===== config.mk =====
export PLATFORM = sky130hd
export DESIGN_NAME = srm_controller_flat
export DESIGN_NICKNAME = d
export VERILOG_FILES = /design/src/rtl/srm_controller_if.sv /design/src/rtl/srm_controller.sv /design/src/flat_wrapper.sv
export SDC_FILE = /design/constraint.sdc
export NUM_CORES = 1
export LEC_CHECK = 0
export CAP_MARGIN = 20
export CORE_UTILIZATION = 47
export DETAILED_ROUTE_END_ITERATION = 10
export PLACE_DENSITY = 0.92
export REMOVE_ABC_BUFFERS = 1
export SYNTH_ARGS = -nofsm -noshare
export SYNTH_HDL_FRONTEND = slang
export SYNTH_SLANG_ARGS = --single-unit

===== constraint.sdc =====
create_clock -name clk -period 3.58 [get_ports clk]
set_clock_uncertainty 0.2 [all_clocks]
set_input_delay 0.358 -clock clk [delete_from_list [all_inputs] [get_ports clk]]
set_output_delay 0.358 -clock clk [all_outputs]
set_load 0.02 [all_outputs]

===== src/rtl/srm_controller_if.sv =====
// srm_controller_if: start handshake and datapath control bundle between requester and controller
interface srm_controller_if;
  logic        s;
  logic [15:0] in;
  logic        w, err, write, loada, loadb, loadc, loads, asel, bsel;
  logic [1:0]  vsel, shift, ALUop;
  logic [2:0]  readnum, writenum;
  logic [15:0] sximm5, sximm8;
  modport master (output s, in, input w, err, write, loada, loadb, loadc, loads, asel, bsel, vsel, readnum, writenum, shift, ALUop, sximm5, sximm8);
  modport slave (input s, in, output w, err, write, loada, loadb, loadc, loads, asel, bsel, vsel, readnum, writenum, shift, ALUop, sximm5, sximm8);
endinterface


===== src/rtl/srm_controller.sv =====
// srm_controller: multi-cycle sequencer driving the Simple RISC Machine datapath controls
module srm_controller (
  input logic clk,
  input logic reset,
  srm_controller_if.slave bus
);
  typedef enum logic [3:0] {WAIT, DECODE, WIMM, GETA, GETB, EXEC, CMPS, WRC, BAD} state_t;
  typedef struct packed {
    logic       w, err, write, loada, loadb, loadc, loads, asel, bsel;
    logic [1:0] vsel;
    logic [2:0] readnum, writenum;
  } ctl_t;
  state_t      state_q, state_d;
  logic [15:0] ir_q, ir_d;
  logic [4:0]  dec;
  ctl_t        ctl_q, ctl_d;
  always_comb begin
    ir_d = (state_q == WAIT && bus.s) ? bus.in : ir_q;
    dec = ir_q[15:11];
    state_d = WAIT;
    case (state_q)
      WAIT:   state_d = bus.s ? DECODE : WAIT;
      DECODE: state_d = dec == 5'b11010 ? WIMM :
                        (dec == 5'b11000 || dec == 5'b10111) ? GETB :
                        dec[4:2] == 3'b101 ? GETA : BAD;
      GETA:   state_d = GETB;
      GETB:   state_d = dec == 5'b10101 ? CMPS : EXEC;
      EXEC:   state_d = WRC;
      default: state_d = WAIT;
    endcase
    // outputs are computed for the state being entered so they register alongside it
    ctl_d = '0;
    ctl_d.w = state_d == WAIT;
    ctl_d.err = state_d == BAD;
    ctl_d.write = state_d == WIMM || state_d == WRC;
    ctl_d.vsel = state_d == WIMM ? 2'b10 : 2'b00;
    ctl_d.writenum = state_d == WIMM ? ir_d[10:8] : state_d == WRC ? ir_d[7:5] : 3'd0;
    ctl_d.readnum = state_d == GETA ? ir_d[10:8] : state_d == GETB ? ir_d[2:0] : 3'd0;
    ctl_d.loada = state_d == GETA;
    ctl_d.loadb = state_d == GETB;
    ctl_d.loadc = state_d == EXEC;
    ctl_d.loads = state_d == CMPS;
    ctl_d.asel = state_d == EXEC && (ir_d[15:11] == 5'b11000 || ir_d[15:11] == 5'b10111);
  end
  always_ff @(posedge clk) begin
    if (reset) begin
      state_q <= WAIT;
      ir_q <= '0;
      ctl_q <= '0;
      ctl_q.w <= 1'b1;
    end else begin
      state_q <= state_d;
      ir_q <= ir_d;
      ctl_q <= ctl_d;
    end
  end
  assign bus.w = ctl_q.w;
  assign bus.err = ctl_q.err;
  assign bus.write = ctl_q.write;
  assign bus.loada = ctl_q.loada;
  assign bus.loadb = ctl_q.loadb;
  assign bus.loadc = ctl_q.loadc;
  assign bus.loads = ctl_q.loads;
  assign bus.asel = ctl_q.asel;
  assign bus.bsel = ctl_q.bsel;
  assign bus.vsel = ctl_q.vsel;
  assign bus.readnum = ctl_q.readnum;
  assign bus.writenum = ctl_q.writenum;
  assign bus.shift = ir_q[4:3];
  assign bus.ALUop = ir_q[12:11];
  assign bus.sximm5 = {{11{ir_q[4]}}, ir_q[4:0]};
  assign bus.sximm8 = {{8{ir_q[7]}}, ir_q[7:0]};
endmodule


===== src/flat_wrapper.sv =====
// flat-port wrapper written by rule: the top's interface ports become plain ports
module srm_controller_flat 
  (clk, reset, bus_s, bus_in, bus_w, bus_err, bus_write, bus_loada, bus_loadb, bus_loadc, bus_loads, bus_asel, bus_bsel, bus_vsel, bus_readnum, bus_writenum, bus_shift, bus_ALUop, bus_sximm5, bus_sximm8);
  srm_controller_if bus_i ();
  input logic clk;
  input logic reset;
  input wire logic [$bits(bus_i.s)-1:0] bus_s;
  input wire logic [$bits(bus_i.in)-1:0] bus_in;
  output wire logic [$bits(bus_i.w)-1:0] bus_w;
  output wire logic [$bits(bus_i.err)-1:0] bus_err;
  output wire logic [$bits(bus_i.write)-1:0] bus_write;
  output wire logic [$bits(bus_i.loada)-1:0] bus_loada;
  output wire logic [$bits(bus_i.loadb)-1:0] bus_loadb;
  output wire logic [$bits(bus_i.loadc)-1:0] bus_loadc;
  output wire logic [$bits(bus_i.loads)-1:0] bus_loads;
  output wire logic [$bits(bus_i.asel)-1:0] bus_asel;
  output wire logic [$bits(bus_i.bsel)-1:0] bus_bsel;
  output wire logic [$bits(bus_i.vsel)-1:0] bus_vsel;
  output wire logic [$bits(bus_i.readnum)-1:0] bus_readnum;
  output wire logic [$bits(bus_i.writenum)-1:0] bus_writenum;
  output wire logic [$bits(bus_i.shift)-1:0] bus_shift;
  output wire logic [$bits(bus_i.ALUop)-1:0] bus_ALUop;
  output wire logic [$bits(bus_i.sximm5)-1:0] bus_sximm5;
  output wire logic [$bits(bus_i.sximm8)-1:0] bus_sximm8;
  assign bus_i.s = bus_s;
  assign bus_i.in = bus_in;
  assign bus_w = bus_i.w;
  assign bus_err = bus_i.err;
  assign bus_write = bus_i.write;
  assign bus_loada = bus_i.loada;
  assign bus_loadb = bus_i.loadb;
  assign bus_loadc = bus_i.loadc;
  assign bus_loads = bus_i.loads;
  assign bus_asel = bus_i.asel;
  assign bus_bsel = bus_i.bsel;
  assign bus_vsel = bus_i.vsel;
  assign bus_readnum = bus_i.readnum;
  assign bus_writenum = bus_i.writenum;
  assign bus_shift = bus_i.shift;
  assign bus_ALUop = bus_i.ALUop;
  assign bus_sximm5 = bus_i.sximm5;
  assign bus_sximm8 = bus_i.sximm8;
  srm_controller u_core (.clk(clk), .reset(reset), .bus(bus_i));
endmodule

# Yosys cells after proc, flatten, opt, wreduce, memory -nomap -nowiden
# Cells that the tools add are included.
[word_totals]
elab_cells = 51
in_bits = 19
output_inout_bits = 53
register_bits = 36
[classes]
reduce_logical = 7
eq_ne = 18
n_mux = 12
[ops]
columns = ["cell", "n"]
rows = [
  ["5-bit equality test (second input constant)", 6],
  ["4-bit by 3-bit equality test with 1-bit output (second input constant)", 6],
  ["4-bit case mux with 5 select lines", 1],
  ["16-bit 2-to-1 mux", 1],
  ["4-bit by 2-bit equality test with 1-bit output (second input constant)", 3],
  ["3-bit 2-to-1 mux", 4],
  ["4-bit 2-to-1 mux", 3],
  ["4-bit logical NOT", 2],
  ["4-bit by 1-bit equality test with 1-bit output (second input constant)", 1],
  ["4-bit equality test (second input constant)", 1],
  ["2-bit 2-to-1 mux", 2],
  ["3-bit equality test (second input constant)", 1],
  ["1-bit logical OR", 3],
  ["1-bit logical AND", 2],
  ["1-bit 2-to-1 mux", 1],
]

# Depth between registers and ports, before layout
[depth]
word_depth = 8
ltp_mapped = 6
mapped_depth_nobuf = 4

# Worst setup path before layout
# No wires, ideal clock.
[synth_path]
path_kind = "flip-flop to flip-flop"
startpoint = "register u_core.ir_q[14]"
endpoint = "register u_core.ctl_q, in the netlist u_core.bus.readnum[0]"
stages_incl_launch_ff = 5
arrival_time_ns = 1.407
required_ns = 3.284
setup_slack_ns = 1.877
path_buffers = 0
period_less_slack_ns = 1.703
setup_time_ns = 0.096
path_cell_list = "dfxtp_1 > and2b_1 > o211a_4 > o211a_4 > o41ai_2"
[synth_between]
elab_chain_len = 8
word_cells_on_any_way = 15
cone_classes = "eq/ne (7); mux (7); reduce/logical (1)"
[synth_lines]
columns = ["element", "line", "source"]
rows = [
  ["start: declaration", "srm_controller.sv:14", "logic [15:0] ir_q, ir_d;"],
  ["start signal: assignment", "srm_controller.sv:53", "ir_q <= ir_d;"],
  ["3-bit equality test / 5-bit equality test (equally long branches)", "srm_controller.sv:25, srm_controller.sv:24", ""],
  ["4-bit 2-to-1 mux / 1-bit logical OR (equally long branches)", "srm_controller.sv:25, srm_controller.sv:24", ""],
  ["4-bit 2-to-1 mux", "srm_controller.sv:24", "(dec == 5'b11000 || dec == 5'b10111) ? GETB :"],
  ["4-bit 2-to-1 mux", "srm_controller.sv:23", "DECODE: state_d = dec == 5'b11010 ? WIMM :"],
  ["4-bit case mux with 5 select lines *", "srm_controller.sv:21", "case (state_q)"],
  ["4-bit by 3-bit equality test with 1-bit output", "srm_controller.sv:38", "ctl_d.readnum = state_d == GETA ? ir_d[10:8] : state_d == GETB ? ir_d[2:0] : 3'd0;"],
  ["3-bit 2-to-1 mux", "srm_controller.sv:38", ""],
  ["3-bit 2-to-1 mux *", "srm_controller.sv:38", ""],
  ["end signal: assignment", "srm_controller.sv:54", "ctl_q <= ctl_d;"],
  ["end: declaration", "srm_controller.sv:16", "ctl_t ctl_q, ctl_d;"],
]
# Every way passes the cells marked *; elsewhere a longest branch is shown, timed or not.
# A chain may end at the register's enable or synchronous reset.

# Worst setup path in the final report
[layout_path]
startpoint = "input bus_s"
endpoint = "register u_core.ctl_q, in the netlist u_core.bus.readnum[2]"
[layout_between]
elab_chain_len = 5
word_cells_on_any_way = 8
cone_classes = "eq/ne (2); mux (5); reduce/logical (1)"
[layout_lines]
columns = ["element", "line", "source"]
rows = [
  ["start: declaration", "flat_wrapper.sv:7", "input wire logic [$bits(bus_i.s)-1:0] bus_s;"],
  ["1-bit 2-to-1 mux", "srm_controller.sv:22", "WAIT: state_d = bus.s ? DECODE : WAIT;"],
  ["4-bit case mux with 5 select lines", "srm_controller.sv:21", ""],
  ["4-bit by 3-bit equality test with 1-bit output", "srm_controller.sv:38", ""],
  ["3-bit 2-to-1 mux", "srm_controller.sv:38", ""],
  ["3-bit 2-to-1 mux *", "srm_controller.sv:38", ""],
]
# Marked as above.

==> out/results.txt <==
Outcome - completed
Sequential element share of the synthesized area - 0.382
Largest cells by area after synthesis - sky130_fd_sc_hd__dfxtp_1, sky130_fd_sc_hd__buf_4, sky130_fd_sc_hd__nand2_1
Antenna violations before repair - 0
Detailed-routing iteration count for the pre-antenna-repair pass - 4
Count of filler cells inserted in the layout - 312
Summed instance area of the synthesized netlist - 1830 um2
Top Ports - 72
P per Cell Area - 396 nW/um2
Clock-pin slew of the registers on the worst-case setup and hold paths - 70 ps
Multi-input logic area - 786 um2
Signed area change from the synthesized netlist to the final layout - 29.3%
Maximum ir drop on the vdd rail - 279 uV
Worst endpoint data arrival time - 2190 ps
H-tree depth reported by CTS - 2
Number of cell instances on the worst register-to-register path - 4
Switching power - 0.000265 W
Hold_buf cts - 0
Reg-to-reg startpoint - u_core.ir_q[13]$_SDFF_PP0_
Number of instances in the synthesized netlist - 201
Final #Nets - 253
Crit. End Element - register
Net switching share of the total power - 0.282
Worst-skew pair later-pin latency - 290 ps
All-layer global routing usage - 0.212
Worst setup path end - u_core.bus.readnum[2]$_SDFF_PP0_
Minimum setup slack among reg-to-reg paths - 1390 ps
TritonCTS sink count - 35
Clock tree from TritonCTS - built
Std-Cell Rows - 22
Leakage - 0.887 nW
Number of distinct standard cells referenced by the synthesized netlist - 47
Most common cell in the netlist - sky130_fd_sc_hd__buf_4
Post-layout total power - 0.000940 W
Final antenna-violating net count - 0
Final GP Congestion - 0.800
Library cell occupying the most area in the post-synthesis netlist - sky130_fd_sc_hd__dfxtp_1
Internal power - 0.000675 W
Max cap viols - 0
Routed WL per cell - 14.5 um
Final hold viol count - 0
Fin. max-slew vios - 0
Vert. Die Dim - 64.5 um
Global-route wire length before repair - 6480 um
Synth top area share - 0.382
Count of input and output buffers - 69
Drt drc - 0
Count of vias placed by the detailed router - 1524
Ys async rst share - 0
Part of the power in combinational logic - 0.219
Most instantiated flip-flop cell in the synthesis netlist - sky130_fd_sc_hd__dfxtp_1
Critical path type - input port to register
Placeable core region - 3690 um2
Tightest Pin Transition - 908 ps
EDFF count, synth - 0
Gates resized, CTS repair - 0
Layout cell share with drive strength beyond 1 - 0.0936
Maximum fanout count along the critical path - 14
Storage element area - 701 um2
Fraction of the cycle the final worst path needs - 0.626
Per-instance average area after synthesis - 9.13 um2
Die footprint - 4160 um2
Type of the tightest min-delay check - register to register
DRC violation total after the first TritonRoute iteration - 67
Capture point of the worst reg-to-reg path - u_core.bus.write$_SDFF_PP0_
Count of antenna diodes in the layout - 0
Worst slack on hold paths - 291 ps
Max Clk Rate - 446 MHz
Sequential share of power - 0.454
Worst endpoint required time - 3530 ps
FF+latch count, synth - 35
Final critical path time including I/O delays and setup - 2240 ps
Top cells by instance count after synthesis - sky130_fd_sc_hd__buf_4, sky130_fd_sc_hd__dfxtp_1, sky130_fd_sc_hd__nand2_1
Starting density of the core - 0.497
Unrepaired setup endpoints after global routing - no
Vias in the first global route - 1446
Clock Power Share - 0.327
Clock buffer count from CTS - 5
Detail Placement HPWL - 3020 um
Crit path from - bus_s
Clock Root Buffer - sky130_fd_sc_hd__clkbuf_8
X dimension of the die - 64.5 um
Leftover overflow at the end of global routing - 0
Headroom to the max-slew limit - 0.393
Worst-case clock buffer depth - 2
Final routed wirelength across all metal layers - 4090 um
Setup_tns - 0 ps
Critical path startpoint category - input port
Maximum number of pins on one net before global-route repair - 16
Yosys synthesis warning count - 0
Total setup buffers inserted after CTS - 0
Final setup fails - 0
Number of vias per cell - 5.39
[routing by layer]
metal	global-route usage	routed length (um)
met2	0.358	2040
met1	0.227	1600
met5	0	0
met3	0.0704	278
met4	0.133	171
[final cells by class]
type / count / share of cell area
tap: 48 / 0.0253
sequential: 35 / 0.296
inverter: 7 / 0.0111
multi-input combinational: 115 / 0.331
clock buffer: 8 / 0.0422
timing repair buffer: 70 / 0.294
[worst min-delay path by stage]
stage	depth (start not counted)	from	slack (ps)	to
3_3_place_gp	2	u_core.ir_q[3]$_SDFFE_PP0P_	280	u_core.ir_q[3]$_SDFFE_PP0P_
6_report	2	u_core.ir_q[3]$_SDFFE_PP0P_	290	u_core.ir_q[3]$_SDFFE_PP0P_
5_1_grt	2	u_core.ir_q[3]$_SDFFE_PP0P_	340	u_core.ir_q[3]$_SDFFE_PP0P_
2_1_floorplan	1	reset	230	u_core.ir_q[11]$_SDFF_PP0_
4_1_cts	2	u_core.ir_q[3]$_SDFFE_PP0P_	300	u_core.ir_q[3]$_SDFFE_PP0P_
3_5_place_dp	2	u_core.ir_q[3]$_SDFFE_PP0P_	280	u_core.ir_q[3]$_SDFFE_PP0P_
[registers in the layout, summed over array words and instances (netlist names)]
signal,flops
u_core.bus.err,1
u_core.bus.loada,1
u_core.bus.loadb,1
u_core.bus.write,1
u_core.bus.loadc,1
u_core.bus.w,1
u_core.ir_q,16
u_core.bus.vsel,1
u_core.bus.asel,1
u_core.bus.loads,1
u_core.bus.writenum,3
u_core.bus.readnum,3
u_core.state_q,4
[through the flow]
stage               instance area, um2  utilization  setup WS, ps  std cells
CTS                               2370        0.643          1390        283
floorplan                         1510            -           930        157
detailed placement                2270        0.616          1100        275
global placement                  2270        0.616          1140        275
finish                            2370        0.643          1340        283
global route                      2370        0.643          1210        283
[cell usage in the layout (no fill, tap or decap), drive strengths merged, types with 2 or more instances in the layout]
cell type,netlist,final
nand2,18,18
o41ai,3,3
a211o,4,4
o21ai,13,13
o211a,2,2
and3,3,3
nand3,7,7
a21boi,3,3
o31ai,4,4
clkbuf,3,8
nand2b,3,3
a21o,3,3
dfxtp,35,35
nor3b,4,4
nor4b,3,3
and4b,2,2
nor2,11,11
a211oi,2,2
a21oi,10,10
nor3,2,2
inv,7,7
conb,1,2
clkdlybuf4s50,0,69
o2111ai,2,2
[cells by family (layout without fill, tap and decap cells)]
kind of cell,count (synthesis),after routing,synth area share
compound gates,51,51,0.218
buf+inv,52,85,0.192
flops,35,35,0.382
other cells,1,2,0.00204
simple gates,62,62,0.206
[power groups by stage]
stage | Clock, W | Combinational, W | Sequential [W]
after global routing | 0.000334 | 0.000217 | 0.000430
after CTS | 0.000312 | 0.000205 | 0.000426
after global placement | 0 | 0.000201 | 0.000433
after floorplan | 0 | 0.0000642 | 0.000470
after detailed placement | 0 | 0.000205 | 0.000435
final | 0.000308 | 0.000206 | 0.000426
[critical path: stages]
cell                              delay, ps
sky130_fd_sc_hd__clkdlybuf4s50_1        500
sky130_fd_sc_hd__nor2b_1                740
sky130_fd_sc_hd__a21boi_0               250
sky130_fd_sc_hd__o21ai_0                240
sky130_fd_sc_hd__o41ai_2                100
(Power assumes the default switching activity.)
==> variant 1, RTL diff (same settings) <==
`ir_q` no longer has a reset.
--- a/src/rtl/srm_controller.sv
+++ b/src/rtl/srm_controller.sv
@@ -47,3 +47,2 @@
       state_q <= WAIT;
-      ir_q <= '0;
       ctl_q <= '0;
@@ -52,5 +51,8 @@
       state_q <= state_d;
-      ir_q <= ir_d;
       ctl_q <= ctl_d;
     end
+  end
+
+  always_ff @(posedge clk) begin
+    ir_q <= ir_d;
   end
Function: changed (Yosys sat finds a counterexample within 4 cycles, from zero or initial values and one cycle with reset high).
==> variant 1 against the original RTL <==
Register-to-register slack got worse by 0.34 ns; total power rose by 16%; routed wire length fell by 16%; largest cell class is now registers; worst setup slack got worse by 0.29 ns; largest power group unchanged; design area fell by 11%; synthesized area fell by 12%; sequential cell count did not move; fmax fell by 11%.
==> variant 1: results (changes against the original RTL) <==
* Max VDD drop at 0.205 mV (was 0.279 mV)
* Hold_ws at 0.301 ns (was 0.291 ns)
* Critical-path top delay cell: nand3b_1 (was nor2b_1)
* Tmin final at 2.53 ns (was 2.24 ns)
* Distinct cell type count of the synthesized netlist at 39 (was 47)
* DR top layer: met4 (unchanged)
* CTS Buf Count at 5 (unchanged)
* Synth top area cells: dfxtp_1 (41%), buf_4 (18%), mux2_2 (5.6%) (was dfxtp_1 (38%), buf_4 (16%), nand2_1 (3.7%))
* R2R setup slack at 1.05 ns (was 1.39 ns)
* R2R Path Start: u_core.state_q[1] (was u_core.ir_q[13])
* Hold wc startpoint: u_core.ir_q[10] (was u_core.ir_q[3])
* Ys flop type: dfxtp_1 (unchanged)
* Wire per inst at 14.3 µm (was 14.5 µm)
* Register area share after synthesis at 44.7% (was 38.2%)
* Wire length of the first global-routing pass at 5220 µm (was 6480 µm)
* Vias in the first global route at 1,121 (was 1,446)
* Slew HR at 38.1% (was 39.3%)
* CP Max Fanout at 18 (was 14)
* Worst R2R Path Depth at 5 (was 4)
* FILL cells at 231 (was 312)
* ANT cells at 0 (unchanged)
* Met3 Usage GRT at 7.04% (about the same)
* Max incr delay on CP at approximately 0.73 ns
* Drt initial violations at 39 (was 67)
* Final #Nets at 214 (was 253)
* Commonest cells in the netlist: buf_4 (38), dfxtp_1 (33), inv_1 (9) (was buf_4 (39), dfxtp_1 (35), nand2_1 (18))
* Status: completed (unchanged)
* Post-synth EDFFs at 2 (was 0)
* Routed vias at 1,207 (was 1,524)
* Worst hold stages at 2 (unchanged)
* Root Driver: clkbuf_4 (was clkbuf_8)
* Worst-path clk slew at 0.10 ns (was 0.07 ns)
* Gpl congestion at 0.824 (was 0.800)
* Worst-skew pair later-pin latency at 0.34 ns (was 0.29 ns)
* M1 wire length at 1250 µm (was 1600 µm)
* Dpl hpwl at 2690 µm (was 3020 µm)
* Placement Setup Slack at 0.948 ns (was 1.10 ns)
* Largest net degree at the start of global routing at 19 (was 16)
* Met2 GRT Util at 39.1% (was 35.8%)
* Setup Crit Path Kind: flop to flop (was primary input to flop)
* Hold path endpoint: u_core.ir_q[10] (was u_core.ir_q[3])
* RR Endpoint: u_core.bus.writenum[0] (was u_core.bus.write)
* DR WL met3 at 330 µm (was 278 µm)
* DR WL met2 at 1810 µm (was 2040 µm)
* Leakage at 0.834 nW (was 0.887 nW)
* Total GRT Usage at 19.9% (was 21.2%)
* GRT met1 Usage at 19.1% (was 22.7%)
* Share of layout cells above drive strength 1 at 11.7% (was 9.36%)
* Drt total wl at 3420 µm (was 4090 µm)
* Worst EP arrival at 2.55 ns (was 2.19 ns)
* Dpl cells at 232 (was 275)
* Placed Instance Area at 2060 µm² (was 2270 µm²)
* Async set or reset register ratio after synthesis at 0% (unchanged)
* Synth Area per Inst at 10.1 µm² (was 9.13 µm²)
## variant 1: kinds of logic after synthesis
group,after synthesis,share of synthesized area (%)
AO/OA/AOI/OAI,21,10.1
buffers and inverters,50,20.7
flip-flops,35,44.7
multiplexers,14,9.32
other,1,0.233
AND/OR/NAND/NOR,38,15.0
## variant 1: area by class of cell
class | count | area (µm²) | share of cell area (%)
Clock buffer | 7 | 45.0 | 2.13
Clock inverter | 1 | 5.00 | 0.237
Inverter | 9 | 33.8 | 1.60
Multi-Input combinational cell | 75 | 562 | 26.6
Sequential cell | 35 | 721 | 34.1
Tap cell | 44 | 55.1 | 2.61
Timing Repair Buffer | 69 | 691 | 32.7
## variant 1: worst register-to-register path: stages (launching register included)
cell and delay, ns:
dfxtp_1 0.35, nor2_1 0.41, nand3b_1 0.73, mux2_2 0.55, nand3_1 0.09, o22ai_1 0.08
## variant 1: report_power, final
part | internal, mW | switching [mW]
clock network | 0.0765 | 0.127
logic | 0.199 | 0.196
registers | 0.442 | 0.0466
==> variant 2, RTL diff (config.mk and constraints unchanged) <==
Made on the original files. Make the reset (`reset`) asynchronous in one clocked block.
--- a/src/rtl/srm_controller.sv
+++ b/src/rtl/srm_controller.sv
@@ -44,3 +44,3 @@
   end
-  always_ff @(posedge clk) begin
+  always_ff @(posedge clk or posedge reset) begin
     if (reset) begin
Check against the original RTL: differs if reset is asserted again (counterexample within 4 cycles, from zero or initial values and one cycle with reset high); with reset held inactive, the same outputs for 10 cycles.
==> variant 2 against the original RTL <==
Synthesized cell count decreased by 23%; worst setup slack got worse by 0.077 ns; count of clock-buffer cells in the layout decreased by 1; synthesized area decreased by 5.9%; hold slack got worse by 0.077 ns; routed wire length decreased by 23%; sequential cell count unchanged; design area decreased by 5.3%; critical path depth unchanged; critical endpoint is now u_core.bus.asel.
Power is not compared: it rests on default switching activity, and its combinational part moved more than twofold at a synthesized area within 25%.
==> variant 2: results (changes against the original RTL) <==
* Status: completed (unchanged)
* Synth top area cells: dfrtp_1 (49%), buf_4 (17%), mux2_2 (5.2%) (was dfxtp_1 (38%), buf_4 (16%), nand2_1 (3.7%))
* Critical Path Sink: u_core.bus.asel (was u_core.bus.readnum[2])
* Total GRT Usage at 17.5% (was 21.2%)
* FILL cells at 259 (was 312)
* Startpoint Class: flop (was primary input)
* Tmin final at 2.32 ns (was 2.24 ns)
* Dpl hpwl at 2340 µm (was 3020 µm)
* Largest net degree at the start of global routing at 36 (was 16)
* Share of layout cells above drive strength 1 at 10.8% (was 9.36%)
* CP Max Fanout at 17 (was 14)
* Initial antenna violation count at 0 (unchanged)
* Routed vias at 1,208 (was 1,524)
* Drt initial violations at 35 (was 67)
* Async set or reset register ratio after synthesis at 100% (was 0%)
* Distinct cell type count of the synthesized netlist at 34 (was 47)
* Register area share after synthesis at 50.8% (was 38.2%)
* Worst-Margin Slew at 0.659 ns (was 0.908 ns)
* GRT met1 Usage at 20.1% (was 22.7%)
* ANT cells at 0 (unchanged)
* Top flop regs: u_core.ir_q: 16 flops, u_core.state_q: 4 flops (unchanged)
* R2R Path Start: u_core.state_q[0] (was u_core.ir_q[13])
* Wire length of the first global-routing pass at 5130 µm (was 6480 µm)
* Worst-path clk slew at 0.10 ns (was 0.07 ns)
* Placement Setup Slack at 1.08 ns (was 1.10 ns)
* Worst hold path type: primary input to asynchronous set/reset pin (was flop to flop)
* Met3 Usage GRT at 6.93% (was 7.04%)
* Worst R2R Path Depth at 5 (was 4)
* R2R setup slack at 1.26 ns (was 1.39 ns)
* Worst-skew pair later-pin latency at 0.34 ns (was 0.29 ns)
* Final hold vios at 0 (unchanged)
* Gpl congestion at 0.831 (was 0.800)
* Vias in the first global route at 1,142 (was 1,446)
* Met2 GRT Util at 28.0% (was 35.8%)
* Root Driver: clkbuf_4 (was clkbuf_8)
* Worst EP arrival at 2.39 ns (was 2.19 ns)
* Post-DRT Antenna Nets at 0 (unchanged)
* Int Power at 1.23 mW
* Final #Nets at 213 (was 253)
* CTS Buf Count at 5 (unchanged)
* Wire per inst at 13.1 µm (was 14.5 µm)
* Ys flop type: dfrtp_1 (was dfxtp_1)
* Commonest cells in the netlist: buf_4 (38), dfrtp_1 (34), inv_1 (12) (was buf_4 (39), dfxtp_1 (35), nand2_1 (18))
[variant 2: worst min path at each step]
| stage | from | end | slack (ns) |
|---|---|---|---|
| 2_1_floorplan | u_core.ir_q[8] | u_core.ir_q[8] | 0.27 |
| 3_3_place_gp | u_core.ir_q[9] | u_core.ir_q[9] | 0.29 |
| 3_5_place_dp | u_core.ir_q[10] | u_core.ir_q[10] | 0.31 |
| 4_1_cts | reset | u_core.bus.asel | 0.21 |
| 5_1_grt | reset | u_core.ir_q[3] | 0.24 |
| 6_report | reset | u_core.bus.asel | 0.21 |
[variant 2: routing by layer]
metal,vias up,wire (µm)
li1,557,-
met1,573,1270
met2,72,1480
met3,6,354
met4,0,58
met5,-,0
[variant 2: cells by family (layout without fill, tap and decap cells)]
group | after synthesis | in the layout | share of synthesized area, %
buffers and inverters | 51 | 90 | 19.4
flip-flops | 35 | 35 | 50.8
AND/OR/NAND/NOR | 33 | 33 | 12.5
AO/OA/AOI/OAI | 19 | 19 | 6.67
multiplexers | 16 | 16 | 10.4
other | 1 | 2 | 0.217
[variant 2: worst max-delay path: stages (launching register included)]
cell and delay [ns]:
dfrtp_1 0.47, nor2_2 0.21, nand3_4 0.26, mux2_4 0.40, or4b_1 0.54, a21oi_1 0.16
[variant 2: final cells by class]
type	count	area, µm²	share of cell area [%]
Clock inverter	1	5.00	0.223
Sequential cell	35	877	39.1
Timing Repair Buffer	70	698	31.1
Inverter	12	45.0	2.01
Tap cell	46	57.6	2.56
Clock buffer	7	45.0	2.01
Multi-Input combinational cell	70	518	23.1
[variant 2: through the flow]
stage                     instance area [µm²]  cells
after floorplan                          1440    117
after global placement                   2200    233
after detailed placement                 2200    233
after CTS                                2250    241
after global routing                     2250    241
final                                    2250    241
